## config.mk

```make
export PLATFORM = sky130hd
export DESIGN_NAME = stream_saturator
export DESIGN_NICKNAME = d
export VERILOG_FILES = /design/src/rtl/stream_saturator.sv
export SDC_FILE = /design/constraint.sdc
export NUM_CORES = 1
export LEC_CHECK = 0
export ABC_AREA = 1
export BUFFER_PORTS_ARGS = -buffer_cell sky130_fd_sc_hd__buf_4
export CAP_MARGIN = 10
export CORE_MARGIN = 4
export CORE_UTILIZATION = 35
export DETAILED_ROUTE_END_ITERATION = 7
export SLEW_MARGIN = 30
export SYNTH_ARGS = -nofsm -noshare
export SYNTH_HDL_FRONTEND = slang
export SYNTH_SLANG_ARGS = --single-unit
```

## constraint.sdc

```tcl
create_clock -name clk_in -period 2.77 [get_ports clk_in]
set_input_delay 0.277 -clock clk_in [delete_from_list [all_inputs] [get_ports clk_in]]
set_output_delay 0.277 -clock clk_in [all_outputs]
set_load 0.02 [all_outputs]
```

## src/rtl/stream_saturator.sv

```systemverilog
// Pipelined saturating limiter: optional arithmetic right shift with rounding, clamp to run-time
// limits, one register stage on a valid/ready stream, plus saturation statistics.
module stream_saturator #(
    parameter int WIDTH_IN  = 32,
    parameter int WIDTH_OUT = 24,
    parameter int SHIFT_W   = 5,
    parameter int ROUND     = 1,
    parameter int CNT_W     = 16
) (
    input  logic                 clk_in,
    input  logic                 rst_in,
    input  logic [WIDTH_IN-1:0]  in_data,
    input  logic                 in_valid,
    output logic                 in_ready,
    input  logic [SHIFT_W-1:0]   shift,
    input  logic [WIDTH_OUT-1:0] lim_hi,
    input  logic [WIDTH_OUT-1:0] lim_lo,
    input  logic                 clr_stats,
    output logic [WIDTH_OUT-1:0] out_data,
    output logic                 out_valid,
    input  logic                 out_ready,
    output logic                 out_sat_hi,
    output logic                 out_sat_lo,
    output logic [CNT_W-1:0]     sat_hi_count,
    output logic [CNT_W-1:0]     sat_lo_count,
    output logic                 sat_hi_seen,
    output logic                 sat_lo_seen,
    output logic                 cfg_err
);

    // One guard bit keeps the rounding add from overflowing.
    localparam int WX = WIDTH_IN + 1;
    localparam logic [WIDTH_OUT-1:0] OUT_MAX = {1'b0, {(WIDTH_OUT-1){1'b1}}};
    localparam logic [WIDTH_OUT-1:0] OUT_MIN = {1'b1, {(WIDTH_OUT-1){1'b0}}};

    logic signed [WX-1:0]  ext_s, rnd_s, x_s, hi_s, lo_s;
    logic [WIDTH_OUT-1:0]  hi_o, lo_o;
    logic                  cfg_bad, clamp_hi, clamp_lo, accept;

    logic [WIDTH_OUT-1:0]  data_q, data_d;
    logic                  valid_q, valid_d;
    logic                  sat_hi_q, sat_hi_d, sat_lo_q, sat_lo_d;
    logic                  cfg_err_q, cfg_err_d;
    logic [CNT_W-1:0]      hi_cnt_q, hi_cnt_d, lo_cnt_q, lo_cnt_d;
    logic                  hi_seen_q, hi_seen_d, lo_seen_q, lo_seen_d;

    assign in_ready = !valid_q || out_ready;
    assign accept   = in_valid && in_ready;

    always_comb begin
        ext_s = {in_data[WIDTH_IN-1], in_data};
        rnd_s = '0;
        if (ROUND != 0 && shift != '0) begin
            rnd_s = WX'(1) << (shift - SHIFT_W'(1));
        end
        x_s = (ext_s + rnd_s) >>> shift;

        // Inverted limits fall back to the full output range rather than producing garbage.
        cfg_bad = $signed(lim_lo) > $signed(lim_hi);
        hi_o    = cfg_bad ? OUT_MAX : lim_hi;
        lo_o    = cfg_bad ? OUT_MIN : lim_lo;
        hi_s    = {{(WX-WIDTH_OUT){hi_o[WIDTH_OUT-1]}}, hi_o};
        lo_s    = {{(WX-WIDTH_OUT){lo_o[WIDTH_OUT-1]}}, lo_o};

        clamp_hi = x_s > hi_s;
        clamp_lo = !clamp_hi && (x_s < lo_s);
    end

    always_comb begin
        data_d    = data_q;
        valid_d   = valid_q;
        sat_hi_d  = sat_hi_q;
        sat_lo_d  = sat_lo_q;
        cfg_err_d = cfg_err_q;
        if (accept) begin
            valid_d   = 1'b1;
            sat_hi_d  = clamp_hi;
            sat_lo_d  = clamp_lo;
            cfg_err_d = cfg_bad;
            if (clamp_hi) begin
                data_d = hi_o;
            end else if (clamp_lo) begin
                data_d = lo_o;
            end else begin
                data_d = x_s[WIDTH_OUT-1:0];
            end
        end else if (out_ready) begin
            valid_d = 1'b0;
        end
    end

    // Clear wins over a coincident clamp event.
    always_comb begin
        hi_cnt_d  = hi_cnt_q;
        lo_cnt_d  = lo_cnt_q;
        hi_seen_d = hi_seen_q;
        lo_seen_d = lo_seen_q;
        if (clr_stats) begin
            hi_cnt_d  = '0;
            lo_cnt_d  = '0;
            hi_seen_d = 1'b0;
            lo_seen_d = 1'b0;
        end else if (accept) begin
            if (clamp_hi) begin
                hi_seen_d = 1'b1;
                if (!(&hi_cnt_q)) hi_cnt_d = hi_cnt_q + CNT_W'(1);
            end
            if (clamp_lo) begin
                lo_seen_d = 1'b1;
                if (!(&lo_cnt_q)) lo_cnt_d = lo_cnt_q + CNT_W'(1);
            end
        end
    end

    always_ff @(posedge clk_in or posedge rst_in) begin
        if (rst_in) begin
            data_q    <= '0;
            valid_q   <= 1'b0;
            sat_hi_q  <= 1'b0;
            sat_lo_q  <= 1'b0;
            cfg_err_q <= 1'b0;
            hi_cnt_q  <= '0;
            lo_cnt_q  <= '0;
            hi_seen_q <= 1'b0;
            lo_seen_q <= 1'b0;
        end else begin
            data_q    <= data_d;
            valid_q   <= valid_d;
            sat_hi_q  <= sat_hi_d;
            sat_lo_q  <= sat_lo_d;
            cfg_err_q <= cfg_err_d;
            hi_cnt_q  <= hi_cnt_d;
            lo_cnt_q  <= lo_cnt_d;
            hi_seen_q <= hi_seen_d;
            lo_seen_q <= lo_seen_d;
        end
    end

    assign out_data     = data_q;
    assign out_valid    = valid_q;
    assign out_sat_hi   = sat_hi_q;
    assign out_sat_lo   = sat_lo_q;
    assign cfg_err      = cfg_err_q;
    assign sat_hi_count = hi_cnt_q;
    assign sat_lo_count = lo_cnt_q;
    assign sat_hi_seen  = hi_seen_q;
    assign sat_lo_seen  = lo_seen_q;

endmodule

```

Word level (Yosys, flattened, before mapping)
Cells that the tools add are included.
Operators by class
  muxes and demuxes: 21
  divide/modulo/power cells: 0
  magnitude comparators: 3
  bitwise operators: 0
  multiply operators: 0
  equality and inequality tests: 2
  shift operators: 2
  reductions and logical operators: 16
  $add $sub $neg: 4
Operator list (count)
  16-bit 2-to-1 mux: 8
  24-bit 2-to-1 mux: 4
  32-bit by 33-bit adder with 33-bit output: 1
  33-bit by 24-bit > comparator with 1-bit output: 1
  33-bit by 24-bit < comparator with 1-bit output: 1
  33-bit 2-to-1 mux: 1
  1-bit by 5-bit << shifter with 33-bit output (first input constant): 1
  33-bit by 5-bit >>> shifter with 33-bit output: 1
  16-bit by 1-bit adder with 16-bit output (second input constant): 2
  16-bit AND reduction: 2
  24-bit > comparator: 1
  1-bit 2-to-1 mux: 8
  2-bit nonzero test: 4
  3-bit AND reduction: 2
  5-bit nonzero test: 1
  5-bit by 1-bit subtractor with 5-bit output (second input constant): 1
  2-bit inequality test (second input constant): 2
  2-bit AND reduction: 2
  1-bit logical AND: 2
  1-bit zero test: 2
  1-bit logical OR: 1
Word-level totals
  register bits after elaboration: 62
  memories kept: 0
  input bits: 90
  logic and storage cells: 57
  output and inout port bits: 63
  bits in read-only memories: 0
  latch bits: 0
  RAM bits: 0

Depth between registers and ports, before layout
  depth after elaboration: 11
  mapped depth: 51
  depth with buffers taken out: 51

Worst setup path before layout
OpenSTA, ideal clock, no wires.
  path kind: input -> register
  from: input shift[3]
  to: register hi_cnt_q[14], in the netlist sat_hi_count[14]
  data arrival time: 5.787 ns
  required time: 2.651 ns
  path buffers: 3
  library setup time: 0.119 ns
  setup slack: -3.136 ns
  cell stages on the path: 45
  path through: buf_2 > inv_1 > clkbuf_1 > buf_1 > nand3_1 > nand2_1 > inv_1 > nand2_1 > inv_1 > ha_1 > nand2_1 > inv_1 > nand2_1 > nand3_2 > nand2_1 > nand2_1 > nand2_1 > nand2_1 > [9 not listed] > o21ai_0 > a21oi_1 > ha_1 > nand2_1 > nor4_1 > and3_1 > nand3b_1 > nand4_1 > xnor2_1 > nand2_1 > nor2_2 > nand2_1 > nor2_1 > nand2_1 > nor3_1 > nand3_1 > nand2_1 > nor2_1
On the way
  longest elaborated chain between the ends: 8
  elaborated cells on any way between the ends: 9
  those cells by class: add/sub (2); order compare (1); shift (2); mux (1); reduce/logical (3)
RTL lines
  start: declaration: RTL line 15  | input logic [SHIFT_W-1:0] shift,
  5-bit by 1-bit subtractor with 5-bit output: RTL line 54  | rnd_s = WX'(1) << (shift - SHIFT_W'(1));
  1-bit by 5-bit << shifter with 33-bit output: RTL line 54
  33-bit 2-to-1 mux: RTL line 53  | if (ROUND != 0 && shift != '0) begin
  32-bit by 33-bit adder with 33-bit output: RTL line 56  | x_s = (ext_s + rnd_s) >>> shift;
  33-bit by 5-bit >>> shifter with 33-bit output (*): RTL line 56
  33-bit by 24-bit > comparator with 1-bit output (*): RTL line 65  | clamp_hi = x_s > hi_s;
  2-bit nonzero test (no source line) (*)
  3-bit AND reduction (no source line) (*)
  end signal: assignment: RTL line 132  | hi_cnt_q <= hi_cnt_d;
  end: declaration: RTL line 44  | logic [CNT_W-1:0] hi_cnt_q, hi_cnt_d, lo_cnt_q, lo_cnt_d;
Mark *: on every way between the ends. The rest lies on a longest branch, timed or not.
A chain may end at the register's enable or synchronous reset.

Worst setup path in the final report
  from: input shift[1]
  to: register hi_cnt_q[14], in the netlist sat_hi_count[14]
The elaborated chain is that of the path after synthesis.

==> metrics.yaml <==
drtPass1Iterations: 6
initial_utilization_pct: 35.5
violations: "negative setup slack"
ant_nets: 0
combPwrFrac_pct: 65.1
tightest_slew_ns: 0.919
r2r_cells: 7
p_clk_share_pct: 16.0
synth_top_area_share_pct: 23.9
grt_pass1_wl_mm: 66.7
r2r-start: "sat_hi_count[2]"
p_leak_nw: 9.28
synthMuxAreaShare_pct: 0.0949
sw_frac_of_total_pct: 43.8
fp.dieH_microns: 182
drt_wl_total_mm: 41.3
yosysWarnings: 0
cts.reportedPaths.clkPinSlew_ns: 0.06
die_x_microns: 182
cp_slowest_stage_delay_ns: 0.35
slew_violations: 0
grt_pass1_vias: 13500
grt_remaining_overflow: 0
crit_path_top_delay_cell: "fa_2"
power-per-cell-area_nw_per_um2: 409
nFillCells: 2951
synthXorXnorAreaFrac_pct: 2.16
skew_ns: 0.00899
finalWeightedCongestion: 0.984
drc: 0
wl_per_cell_microns: 14.9
intPower_mw: 3.80
rows: 63
grt.total_usage_pct: 24.4
worstHoldPathType: "in -> async"
tns_ns: -161.95
clk_latency_ns: 0.35
startpoint_type: "input port"
p_seq_share_pct: 19.0
dp_cells: 2683
drv_cap: 0
antenna_found_initial: 0
cts_buffer_depth: 2
synth_compound_area_share_pct: 11.1
netlist_area_sq_um: 10600
holdWs_ns: 0.115
cts.sinks: 62
fin_crit_ns: 5.64
cts_tree: "yes"
yosys.area_share.simple_pct: 44.3
diodes: 0
synth_fa_ha_area_share_pct: 14.8
yosysTopAreaCell: "nand2_1"
synth_flop_cell: "dfrtp_1"
async_flop_share_pct: 100
ys_ff_latch: 62
setup_violations: 60
via_count: 13800
die_area_sq_um: 33000
rsz0062_at_grt: "true"
yosysMostFrequentCell: "nand2_1"
synth_top_family_by_area: "simple AND/OR/NAND/NOR gates"
reg2reg_slack_ns: 0.40
synth.avg_cell_area_sq_um: 5.68
hold_violations: 0
core_sq_um: 29700
fmax_ghz: 0.177
setup_slack_ns: -2.87
min_period_over_period_pct: 204
ir_drop_mv: 0.361
synthTopCellsByCount: "nand2_1 (672), inv_1 (281), nand3_1 (153), nor2_1 (132), ha_1 (123)"
drtIter0Drc: 803
netlist_top_cells_area: "nand2_1 (24%), dfrtp_1 (15%), ha_1 (15%)"
dp_hpwl_mm: 32.2
netlist_instances: 1856
cp_max_fo: 5
p_sw_mw: 2.97
via_per_inst: 4.98
cts_root_buf: "clkbuf_16"
fin_cells: 2773
critPathKind: "in -> reg"
synth_edf_count: 0
arrival_ns: 5.87
drive_gt1_share_pct: 33.4
io_buffers: 152
grt_max_degree: 36
ys_types: 49
crit_top_cell: "nand2_2"
rr_endpoint: "sat_hi_count[13]"
status: "finished, violations left"
area_growth_pct: 56.9
maxSlewHeadroom_pct: 38.3
ios: 153
totalPowerFinal_mw: 6.77
cp-end-kind: "register"
fin_nets: 2592
htreeDepth: 3
seq_area_frac_synth_pct: 14.7
worstPathRequired_ns: 3.01
hold_buffers: 0
synth_nets: 2070
cts_made_buffers: 9
==> layout by cell type, fill, tap and decap left out, drive strengths merged, types with 2 or more instances in the layout <==
| master | instances |
|---|---|
| a211oi | 5 |
| a21oi | 76 |
| a22oi | 24 |
| a31oi | 6 |
| and2 | 6 |
| buf | 566 |
| clkbuf | 9 |
| clkinv | 10 |
| clkinvlp | 2 |
| dfrtp | 62 |
| ha | 123 |
| inv | 288 |
| nand2 | 680 |
| nand3 | 170 |
| nand3b | 5 |
| nand4 | 42 |
| nor2 | 139 |
| nor3 | 27 |
| nor4 | 11 |
| o211ai | 8 |
| o21a | 4 |
| o21ai | 68 |
| o21bai | 2 |
| o221a | 2 |
| o311ai | 2 |
| o31ai | 3 |
| or2 | 7 |
| xnor2 | 5 |
| xor2 | 21 |
==> cell type report <==
cell class / count / area (sq um) / share of cell area [%]
Timing Repair Buffer: 567 / 4540 / 27.5
Multi-Input combinational cell: 1445 / 8570 / 51.8
Sequential cell: 62 / 1550 / 9.37
Clock buffer: 9 / 225 / 1.36
Inverter: 293 / 1130 / 6.80
Clock inverter: 7 / 51.3 / 0.310
Tap cell: 390 / 488 / 2.95
==> stage by stage <==
step	utilization [%]	worst slack, ns	area, sq um
4_1_cts	54.9	-2.68	16300
3_3_place_gp	49.5	-3.45	14700
2_1_floorplan	-	-2.47	10800
3_5_place_dp	49.5	-3.55	14700
5_1_grt	55.7	-3.22	16600
6_report	55.7	-2.87	16600
==> how the worst max path moves through the flow <==
stage,startpoint,slack [ns],endpoint,depth (start not counted)
detailed placement,shift[0],-3.55,sat_hi_count[14],47
finish,shift[1],-2.87,sat_hi_count[14],52
CTS,shift[1],-2.68,sat_hi_count[6],50
floorplan,shift[2],-2.47,sat_hi_count[14],46
global route,shift[1],-3.22,sat_hi_count[14],55
global placement,shift[0],-3.45,sat_hi_count[14],49
==> state kept, by name (all words and copies together), names as in the netlist <==
| register | cells |
|---|---|
| out_valid | 1 |
| out_data | 24 |
| cfg_err | 1 |
| out_sat_hi | 1 |
| out_sat_lo | 1 |
| sat_lo_count | 16 |
| sat_hi_count | 16 |
| sat_hi_seen | 1 |
| sat_lo_seen | 1 |
==> routing by layer <==
metal	share of wire [%]	GRT usage (%)
met5	0	0
met4	2.4	6.00
met3	6.4	4.21
met2	47	41.6
met1	44	32.1
==> kinds of logic after synthesis <==
kind of cell    count (synthesis)
xor+xnor                       26
fa+ha+maj                     124
mux                             1
simple gates                 1089
buf+inv                       350
flops                          62
other cells                     1
compound gates                203
==> timing repair <==
item                                    4_1_cts  5_1_grt
hold endpoints to repair                      0        0
resized for setup                           188       48
setup buffers                                63        8
pin swaps                                    65       30
endpoints found under the setup margin       60       60
gates cloned                                  6        0
==> critical path, delay by kind of cell <==
family          cells  cell delay (ns)
simple gates       35             3.33
buf+inv            11             0.88
fa+ha+maj           3             0.84
compound gates      2             0.39
xor+xnor            1             0.14
==> power groups by stage <==
stage / logic (mW) / clock network [mW] / registers [mW]
after CTS: 4.25 / 1.10 / 1.29
after detailed placement: 3.59 / 0 / 1.30
after floorplan: 1.73 / 0 / 1.51
after global routing: 4.79 / 1.13 / 1.31
final: 4.40 / 1.08 / 1.28
after global placement: 3.53 / 0 / 1.30
No activity file was read; power rests on OpenSTA's default activity.
